$ cat src/rtl/apb_uart_pkg.sv
// Shared types and helpers for the oversampled UART receiver.
package apb_uart_pkg;

    typedef enum logic [2:0] {
        ST_IDLE,
        ST_START,
        ST_DATA,
        ST_PARITY,
        ST_STOP1,
        ST_STOP2
    } uart_rx_state_e;

    typedef struct packed {
        logic [3:0] data_bits;
        logic       parity_en;
        logic       parity_type;
        logic       extra_stop;
    } uart_rx_cfg_t;

    function automatic logic maj3(input logic a, input logic b, input logic c);
        return (a & b) | (a & c) | (b & c);
    endfunction

    function automatic logic [3:0] clamp_bits(input logic [3:0] req, input logic [3:0] max_bits);
        if (req < 4'd5)
            return 4'd5;
        else if (req > max_bits)
            return max_bits;
        else
            return req;
    endfunction

endpackage

$ cat src/rtl/uart_baud_tick.sv
// Sample-tick divider: one tick every max(div_i,1) cycles, realigned by restart_i.
module uart_baud_tick #(
    parameter int DIV_WIDTH = 32
) (
    input  logic                 clk_i,
    input  logic                 arst_ni,
    input  logic [DIV_WIDTH-1:0] div_i,
    input  logic                 restart_i,
    output logic                 tick_o
);

    logic [DIV_WIDTH-1:0] cnt;
    logic [DIV_WIDTH-1:0] last;

    assign last   = (div_i == '0) ? '0 : div_i - DIV_WIDTH'(1);
    // >= keeps the counter from running away if div_i shrinks mid-count
    assign tick_o = (cnt >= last);

    always_ff @(posedge clk_i or negedge arst_ni) begin
        if (!arst_ni)
            cnt <= '0;
        else if (restart_i || tick_o)
            cnt <= '0;
        else
            cnt <= cnt + DIV_WIDTH'(1);
    end

endmodule

$ cat src/rtl/uart_rx_oversampled.sv
// Oversampling UART receiver with 2-of-3 mid-bit voting and valid/ready output.
module uart_rx_oversampled
    import apb_uart_pkg::*;
#(
    parameter int MAX_DATA_BITS = 8,
    parameter int OVERSAMPLE    = 16,
    parameter int DIV_WIDTH     = 32
) (
    input  logic                     clk_i,
    input  logic                     arst_ni,
    input  logic                     en_i,
    input  logic [DIV_WIDTH-1:0]     clk_div_i,
    input  logic [3:0]               data_bits_i,
    input  logic                     parity_en_i,
    input  logic                     parity_type_i,
    input  logic                     extra_stop_i,
    input  logic                     rx_i,
    output logic [MAX_DATA_BITS-1:0] data_o,
    output logic                     parity_err_o,
    output logic                     frame_err_o,
    output logic                     data_valid_o,
    input  logic                     data_ready_i,
    output logic                     overrun_o,
    output logic                     busy_o
);

    localparam int SW = $clog2(OVERSAMPLE);
    localparam logic [SW-1:0] IDX_A   = SW'(OVERSAMPLE / 2 - 1);
    localparam logic [SW-1:0] IDX_B   = SW'(OVERSAMPLE / 2);
    localparam logic [SW-1:0] IDX_C   = SW'(OVERSAMPLE / 2 + 1);
    localparam logic [SW-1:0] IDX_END = SW'(OVERSAMPLE - 1);
    localparam logic [3:0]    MAXB    = 4'(MAX_DATA_BITS);

    logic [1:0]               sync;
    logic                     rx_s;
    logic                     rx_prev;
    logic                     fall;
    logic                     tick;
    logic                     restart;
    uart_rx_state_e           state;
    uart_rx_cfg_t             cfg;
    logic [SW-1:0]            s_cnt;
    logic [3:0]               bit_idx;
    logic [1:0]               samp;
    logic [MAX_DATA_BITS-1:0] shreg;
    logic                     par_err;
    logic                     frm_err;
    logic                     at_mid;
    logic                     at_end;
    logic                     maj;
    logic                     fe_final;
    logic                     frame_done;

    assign rx_s     = sync[1];
    assign fall     = rx_prev & ~rx_s;
    assign restart  = (state == ST_IDLE) && fall && en_i;
    assign busy_o   = (state != ST_IDLE);
    assign at_mid   = (s_cnt == IDX_C);
    assign at_end   = (s_cnt == IDX_END);
    // third vote is the live sample at the decision tick
    assign maj      = maj3(samp[0], samp[1], rx_s);
    assign fe_final = frm_err | ~maj;
    assign frame_done = en_i && tick && at_mid &&
                        (((state == ST_STOP1) && !cfg.extra_stop) || (state == ST_STOP2));

    uart_baud_tick #(.DIV_WIDTH(DIV_WIDTH)) u_tick (
        .clk_i     (clk_i),
        .arst_ni   (arst_ni),
        .div_i     (clk_div_i),
        .restart_i (restart),
        .tick_o    (tick)
    );

    always_ff @(posedge clk_i or negedge arst_ni) begin
        if (!arst_ni) begin
            sync    <= 2'b11;
            rx_prev <= 1'b1;
        end else begin
            sync    <= {sync[0], rx_i};
            rx_prev <= rx_s;
        end
    end

    always_ff @(posedge clk_i or negedge arst_ni) begin
        if (!arst_ni) begin
            state        <= ST_IDLE;
            cfg          <= '0;
            s_cnt        <= '0;
            bit_idx      <= '0;
            samp         <= '0;
            shreg        <= '0;
            par_err      <= 1'b0;
            frm_err      <= 1'b0;
            data_o       <= '0;
            parity_err_o <= 1'b0;
            frame_err_o  <= 1'b0;
            data_valid_o <= 1'b0;
            overrun_o    <= 1'b0;
        end else begin
            overrun_o <= 1'b0;
            if (data_valid_o && data_ready_i)
                data_valid_o <= 1'b0;

            if (!en_i) begin
                state <= ST_IDLE;
            end else if (state == ST_IDLE) begin
                if (fall) begin
                    state           <= ST_START;
                    cfg.data_bits   <= clamp_bits(data_bits_i, MAXB);
                    cfg.parity_en   <= parity_en_i;
                    cfg.parity_type <= parity_type_i;
                    cfg.extra_stop  <= extra_stop_i;
                    s_cnt           <= '0;
                    bit_idx         <= '0;
                    shreg           <= '0;
                    par_err         <= 1'b0;
                    frm_err         <= 1'b0;
                end
            end else if (tick) begin
                s_cnt <= at_end ? '0 : s_cnt + SW'(1);
                if (s_cnt == IDX_A) samp[0] <= rx_s;
                if (s_cnt == IDX_B) samp[1] <= rx_s;
                case (state)
                    ST_START: begin
                        if (at_mid && maj)
                            state <= ST_IDLE;
                        else if (at_end)
                            state <= ST_DATA;
                    end
                    ST_DATA: begin
                        if (at_mid)
                            shreg <= shreg | ({{(MAX_DATA_BITS-1){1'b0}}, maj} << bit_idx);
                        if (at_end) begin
                            if (bit_idx == cfg.data_bits - 4'd1)
                                state <= cfg.parity_en ? ST_PARITY : ST_STOP1;
                            else
                                bit_idx <= bit_idx + 4'd1;
                        end
                    end
                    ST_PARITY: begin
                        // unreceived MSBs are zero, so reducing the whole register is safe
                        if (at_mid)
                            par_err <= ((^shreg) ^ maj) != cfg.parity_type;
                        if (at_end)
                            state <= ST_STOP1;
                    end
                    ST_STOP1: begin
                        if (at_mid) begin
                            if (cfg.extra_stop)
                                frm_err <= fe_final;
                            else
                                state <= ST_IDLE;
                        end else if (at_end) begin
                            state <= ST_STOP2;
                        end
                    end
                    ST_STOP2: begin
                        if (at_mid)
                            state <= ST_IDLE;
                    end
                    default: state <= ST_IDLE;
                endcase
            end

            if (frame_done) begin
                if (!data_valid_o || data_ready_i) begin
                    data_o       <= shreg;
                    parity_err_o <= par_err;
                    frame_err_o  <= fe_final;
                    data_valid_o <= 1'b1;
                end else begin
                    overrun_o <= 1'b1;
                end
            end
        end
    end

endmodule
$ cat config.mk
export PLATFORM = sky130hd
export DESIGN_NAME = uart_rx_oversampled
export DESIGN_NICKNAME = d
export VERILOG_FILES = /design/src/rtl/apb_uart_pkg.sv /design/src/rtl/uart_baud_tick.sv /design/src/rtl/uart_rx_oversampled.sv
export SDC_FILE = /design/constraint.sdc
export NUM_CORES = 1
export LEC_CHECK = 0
export ABC_AREA = 0
export CAP_MARGIN = 10
export CORE_ASPECT_RATIO = 0.5
export CORE_MARGIN = 2
export CORE_UTILIZATION = 40
export DETAILED_ROUTE_END_ITERATION = 8
export PLACE_DENSITY = 0.58
export SLEW_MARGIN = 30
export SYNTH_ARGS = -nofsm -noshare
export SYNTH_HDL_FRONTEND = slang
export SYNTH_HIERARCHICAL = 1
export SYNTH_SLANG_ARGS = --single-unit
$ cat constraint.sdc
create_clock -name clk_i -period 3.5 [get_ports clk_i]
set_clock_uncertainty 0.05 [all_clocks]
set_input_delay 0.525 -clock clk_i [delete_from_list [all_inputs] [get_ports clk_i]]
set_output_delay 0.525 -clock clk_i [all_outputs]
set_load 0.05 [all_outputs]
Word level (Yosys, flattened, before mapping)
Cells that the tools add are included.
{"block": "totals", "inputBits": 44, "output_inout_bits": 13, "elab_cells": 145, "register_bits": 77}
{"block": "classes", "reduce_logical": 34, "n_eq_ne": 22, "n_mux": 48, "shifts": 1, "bitwise": 12, "magnitude_cmp": 3, "n_addsub": 5}
{"cell": "2-to-1 mux 32 bit", "n": 2}
{"cell": "2-to-1 mux 4 bit", "n": 11}
{"cell": "2-to-1 mux 3 bit", "n": 14}
{"cell": "2-to-1 mux 8 bit", "n": 5}
{"cell": "adder 32 x 1 -> 32 bit (second input constant)", "n": 1}
{"cell": ">= comparator 32 bit", "n": 1}
{"cell": "logical NOT 32 bit", "n": 1}
{"cell": "subtractor 32 x 1 -> 32 bit (second input constant)", "n": 1}
{"cell": "inequality test 4 bit (second input constant)", "n": 4}
{"cell": "2-to-1 mux 1 bit", "n": 15}
{"cell": "inequality test 5 bit (second input constant)", "n": 3}
{"cell": "case mux 3 bit (5 select lines)", "n": 1}
{"cell": "nonzero test 2 bit", "n": 7}
{"cell": "equality test 4 bit (second input constant)", "n": 3}
{"cell": "AND reduction 6 bit", "n": 2}
{"cell": "AND reduction 5 bit", "n": 2}
{"cell": "AND reduction 9 bit", "n": 1}
{"cell": "adder 4 x 1 -> 4 bit (second input constant)", "n": 2}
{"cell": "logical AND 1 bit", "n": 8}
{"cell": "OR 8 bit", "n": 1}
{"cell": "AND reduction 4 bit", "n": 2}
{"cell": "parity 8 bit", "n": 1}
{"cell": "left shift 1 x 4 -> 8 bit", "n": 1}
{"cell": "equality test 3 x 2 -> 1 bit (second input constant)", "n": 2}
{"cell": "other kinds (21)", "n": 34}

Logic depth before layout (Yosys ltp)
{"block": "depth", "word_depth": 10, "depth_mapped": 20, "ltp_nobuf": 18}

By module
Netlist, hierarchy kept.
{"mod": "uart_baud_tick", "seq_area_each_um2": 800.8, "cells_per_inst": 365, "instances": 1, "area_each_um2": 2909.0}
{"mod": "uart_rx_oversampled", "seq_area_each_um2": 1129.8, "cells_per_inst": 230, "instances": 1, "area_each_um2": 2369.8}

Least setup slack after synthesis
Ideal clock, no wire load.
{"block": "synth_timing", "kind": "input to register", "from": "input clk_div_i[8]", "to": "register shreg[7]", "setup_ns": 0.072, "slack_ns": -0.724, "required_ns": 3.378, "arrival_ns": 4.102, "path_stages": 18, "n_path_buf": 1, "path_cell_list": "nor4_4 nand3b_2 or4_4 or3b_1 xnor2_1 nand2_1 ha_1 nand2_1 o21ai_0 a211oi_1 o31ai_1 a21o_1 o311a_1 a31oi_1 buf_2 nor4bb_2 a31oi_1 nor2_1"}
{"block": "synth_between", "elab_chain_cells": 5, "elab_cells_between_ends": 6, "classes_between": "1 x add/sub; 1 x order compare; 1 x mux; 3 x reduce/logical"}
{"element": "start, declared", "line_no": "uart_rx_oversampled.sv:12", "rtl": "input logic [DIV_WIDTH-1:0] clk_div_i,"}
{"element": "subtractor 32 x 1 -> 32 bit or logical NOT 32 bit (tied branches)", "line_no": "uart_baud_tick.sv:15", "rtl": "assign last = (div_i == '0) ? '0 : div_i - DIV_WIDTH'(1);"}
{"element": "2-to-1 mux 32 bit *", "line_no": "uart_baud_tick.sv:15"}
{"element": ">= comparator 32 bit *", "line_no": "uart_baud_tick.sv:17", "rtl": "assign tick_o = (cnt >= last);"}
{"element": "named net tick", "line_no": "uart_rx_oversampled.sv:38", "rtl": "logic tick;"}
{"element": "nonzero test 2 bit (no line) *"}
{"element": "AND reduction 5 bit (no line) *"}
{"element": "end signal, assigned", "line_no": "uart_rx_oversampled.sv:132", "rtl": "shreg <= shreg | ({{(MAX_DATA_BITS-1){1'b0}}, maj} << bit_idx);"}
{"element": "end, declared", "line_no": "uart_rx_oversampled.sv:45", "rtl": "logic [MAX_DATA_BITS-1:0] shreg;"}
The timed path passes the listed nets; every way through them passes the cells marked *.
A chain may end at the register's enable or synchronous reset.

Worst setup path in the final report
{"block": "layout_timing", "from": "input clk_div_i[19]", "to": "register data_o[5]"}
{"block": "layout_between", "elab_chain_cells": 7, "elab_cells_between_ends": 8, "classes_between": "1 x add/sub; 1 x order compare; 1 x mux; 5 x reduce/logical"}
{"element": "subtractor 32 x 1 -> 32 bit or logical NOT 32 bit (tied branches)", "line_no": "uart_baud_tick.sv:15"}
{"element": "2-to-1 mux 32 bit *", "line_no": "uart_baud_tick.sv:15"}
{"element": ">= comparator 32 bit *", "line_no": "uart_baud_tick.sv:17"}
{"element": "named net tick", "line_no": "uart_rx_oversampled.sv:38"}
{"element": "logical AND 1 bit * (3 in a row)", "line_no": "uart_rx_oversampled.sv:63", "rtl": "assign frame_done = en_i && tick && at_mid &&"}
{"element": "AND reduction 2 bit (no line) *"}
{"element": "end signal, assigned", "line_no": "uart_rx_oversampled.sv:167", "rtl": "data_o <= shreg;"}
{"element": "end, declared", "line_no": "uart_rx_oversampled.sv:18", "rtl": "output logic [MAX_DATA_BITS-1:0] data_o,"}
Marks and branches as above.

==> summary.txt <==
CTS
  – H-tree depth: 3
  – Worst skew pair latency: 340 ps
  – Sink Count: 77
  – CTS clock-pin slew for the worst setup and hold paths: 60 ps
  – CTS tree: built
  – Hold_buf cts: 0
  – Clk root buf: clkbuf_16
  – Num CTS Buffers: 9
  – Clock tree buffer depth: 2

Drt
  – Via density per instance: 5.14
  – WL met2: 5680 um
  – Highest metal used: met4
  – Routed vias: 4668
  – DRT Pass-1 Iters: 4
  – M1 wire length: 6720 um
  – Post-DRT Antenna Nets: 0
  – DRT iter0 DRCs: 242
  – Metal3 WL: 655 um
  – WL final: 13300 um
  – WL/cell: 14.7 um
  – DRC Markers: 0

STA
  – Fin worst setup slack: -789 ps
  – Final hold slack: 142 ps
  – Final Cycle Share: 123%
  – Relative slew slack: 60.1%
  – Worst slew pin tran: 598 ps
  – Max Freq: 233 MHz
  – Final Hold Viols: 0
  – Final Max Tran Viols: 0
  – Final setup viols: 36
  – Min Tclk post-route: 4290 ps
  – RSZ-0062 raised after global routing: true

Worst setup path
  – R2r worst-path depth: 13
  – CP Capture Type: flip-flop
  – CP max FO: 5
  – CP Class: in2reg
  – CP arrival: 4460 ps
  – Crit path required time: 3670 ps
  – Worst setup SP type: input pin

Die
  – DIE HEIGHT: 85.2 um
  – Rows: 29
  – Starting Density: 41.3%
  – IO Count: 57
  – Total die area: 14200 um^2
  – Core box area: 12800 um^2
  – Die X: 166 um

Power and ir drop
  – P_int: 0.00198 W
  – Leak: 3.44 nW
  – Sw Share: 31.9%
  – Clk network pwr share: 33.6%
  – Power Density: 390 nW/um^2
  – Power share of the combinational group: 27.9%
  – Seq pwr share: 38.5%
  – Max IR drop VDD: 0.000288 V
  – Sw power: 0.000927 W

Global route
  – Vias in the first global route: 4589
  – Largest net degree at the start of global routing: 47
  – First-pass GRT wire length: 22600 um
  – Gr usage total: 19.6%
  – Initial antenna violation count: 0
  – Grt total ovfl: 0

Layout
  – Design area: 7450 um^2
  – Fill count: 1130
  – Share of cells above drive strength 1: 27.9%
  – Ant diodes: 0
  – Area of the multi-input gates: 3610 um^2
  – Register Area: 1930 um^2
  – Net count, final: 818
  – Area grow syn2layout: 41.1%

Run status
  – Status: complete, but fails checks
  – Failing checks: setup timing

Placed design
  – Area after DPL: 6590 um^2
  – HPWL Detailed: 9600 um
  – I/O Buffers: 56
  – RD Place Congestion: 0.846

Yosys
  – Combined area of all synthesized cells: 5280 um^2
  – FF+latch count, synth: 77
  – Yosys warns: 6
  – Mean post-synth cell area: 8.87 um^2
  – Synth Flop Type: dfrtp_1
  – Synth Area in Compound Gates: 9.01%
  – Net Count, Synth: 679
  – Post-synth EDFFs: 0
  – Async SR Flop Fraction: 100%
  – Seq/Total Area, Yosys: 36.6%
  – Largest family of logic cells by synthesized area: simple AND/OR/NAND/NOR gates
  – Xor-xnor portion of the synthesized cell area: 11.7%
  – Post-Synth Simple-Gate Area: 26.4%
  – Adder-Cell Fraction of Synth Area: 9.67%
  – Distinct cell type count after synthesis: 62
  – Syn Inst Count: 595
  – Post-synthesis mux area share: 3.53%

Flow run
  – Max Cap Viol: 0

Hold path
  – HP Class: in2async
-- repair_timing --
action / in CTS / in global routing
setup buffers: 12 / 5
endpoints found under the setup margin: 67 / 67
pin swaps: 59 / 32
cloned: 3 / 1
gates resized for setup: 99 / 48
-- flip-flops by register name, summed over array words and instances, names as in the netlist, 2 cells and up --
name,cells
shreg,8
cfg,7
bit_idx,4
s_cnt,4
u_tick/cnt,32
sync,2
state,3
samp,2
data_o,8
-- worst max-delay path: stages --
cell             delay [ps]
clkdlybuf4s50_1         450
nor4_2                  250
nand2_1                 110
buf_4                   170
nor3_2                  160
buf_4                   150
nand2_1                  60
xnor2_1                 200
nand2_1                 120
ha_4                    290
nand2_1                  60
o21ai_2                 200
nor2b_2                  70
o31ai_2                 300
a21o_1                  220
buf_6                   130
nand3_1                 100
a21oi_2                 180
nand2_2                 100
nor2b_4                 150
buf_6                   140
mux2_2                  320
-- cell type report --
class / count / area share (%)
Clock buffer: 9 / 3.02
Timing Repair Buffer: 147 / 17.6
Multi-Input combinational cell: 479 / 48.4
Tap cell: 170 / 2.85
Inverter: 20 / 1.01
Clock inverter: 6 / 1.19
Sequential cell: 77 / 25.9
-- worst paths after layout --
kind	to	startpoint	slack (ps)
max reg2reg	data_o[5]$_DFFE_PN0P_	u_tick/cnt[27]$_DFF_PN0_	590
max in group asynchronous	data_o[7]$_DFFE_PN0P_	arst_ni	2670
min in group clk_i	sync[1]$_DFF_PN1_	sync[0]$_DFF_PN1_	310
min reg2reg	sync[1]$_DFF_PN1_	sync[0]$_DFF_PN1_	310
min	cfg[5]$_DFFE_PN0P_	arst_ni	140
max	data_o[5]$_DFFE_PN0P_	clk_div_i[19]	-790
-- metal layers --
metal | track usage (%) | vias to the layer above
met2 | 30.4 | 113
met4 | 4.86 | 0
li1 | - | 2350
met1 | 27.9 | 2188
met3 | 4.52 | 17
met5 | 0 | -
-- kinds of logic (layout without fill, tap and decap cells) --
family	after synthesis	in the layout
simple gates	276	276
flops	77	77
compound gates	76	76
xor+xnor	69	69
fa+ha+maj	41	41
buf+inv	39	182
mux	17	17
-- stage by stage --
step	setup WS, ps	utilization, %	TNS, ps	instances	total power (W)
6_report	-789	58.3	-21180	908	0.00291
5_1_grt	-951	58.3	-34670	908	0.00309
4_1_cts	-768	56.6	-24370	905	0.00292
3_5_place_dp	-1490	51.6	-69920	876	0.00187
3_3_place_gp	-1360	51.4	-62550	875	0.00185
2_1_floorplan	-550	-	-14060	595	0.00160
-- synth_stat cells (all sizes together), types with 2 or more instances --
| cell | n | area, um^2 |
|---|---|---|
| a21oi | 26 | 130 |
| or3 | 4 | 25.0 |
| nor3 | 20 | 115 |
| and3b | 2 | 17.5 |
| ha | 40 | 500 |
| xor2 | 42 | 368 |
| o21bai | 2 | 15.0 |
| nor4 | 11 | 105 |
| mux2i | 4 | 40.0 |
| and4 | 4 | 35.0 |
| nor2 | 74 | 285 |
| nand2b | 4 | 25.0 |
| a211oi | 5 | 37.5 |
| a31oi | 4 | 25.0 |
| and2b | 2 | 15.0 |
| and3 | 5 | 31.3 |
| and2 | 2 | 12.5 |
| dfrtp | 74 | 1850 |
| nor4b | 2 | 23.8 |
| inv | 20 | 75.1 |
| or4 | 2 | 18.8 |
| clkbuf | 8 | 30.0 |
| nand2 | 90 | 340 |
| o31ai | 4 | 30.0 |
| o211ai | 3 | 22.5 |
| a21o | 4 | 30.0 |
| o21ai | 20 | 100 |
| dfstp | 3 | 78.8 |
| xnor2 | 26 | 228 |
| nand4b | 3 | 26.3 |
| nand3 | 22 | 110 |
| nand4 | 15 | 93.8 |
| buf | 11 | 56.3 |
| mux2 | 13 | 146 |
| nor2b | 6 | 37.5 |
| nand3b | 2 | 18.8 |
-- power groups by stage --
stage	sequential [W]	clock, W	combinational, W
floorplan	0.00107	0	0.000533
CTS	0.00111	0.00100	0.000800
global route	0.00114	0.00104	0.000911
global placement	0.00113	0	0.000723
detailed placement	0.00113	0	0.000740
finish	0.00112	0.000977	0.000813
-- cell usage in the layout (no fill, tap or decap), types with 5 or more instances in the layout --
cell / n
nor2_2: 15
nand4_1: 15
nor3_2: 7
clkdlybuf4s50_1: 34
and3_1: 5
a21oi_2: 5
nor2_4: 6
o21ai_1: 6
xor2_1: 42
nor2_1: 53
dfrtp_1: 74
nor4_4: 5
nand2_1: 86
xnor2_1: 25
a21oi_1: 20
nand3_1: 19
buf_6: 19
o21ai_0: 13
nor3_1: 11
buf_4: 72
dlygate4sd2_1: 14
mux2_2: 6
inv_1: 18
ha_1: 35
mux2_4: 7
clkbuf_16: 9
Note: power is estimated with default switching activity, not from simulation.
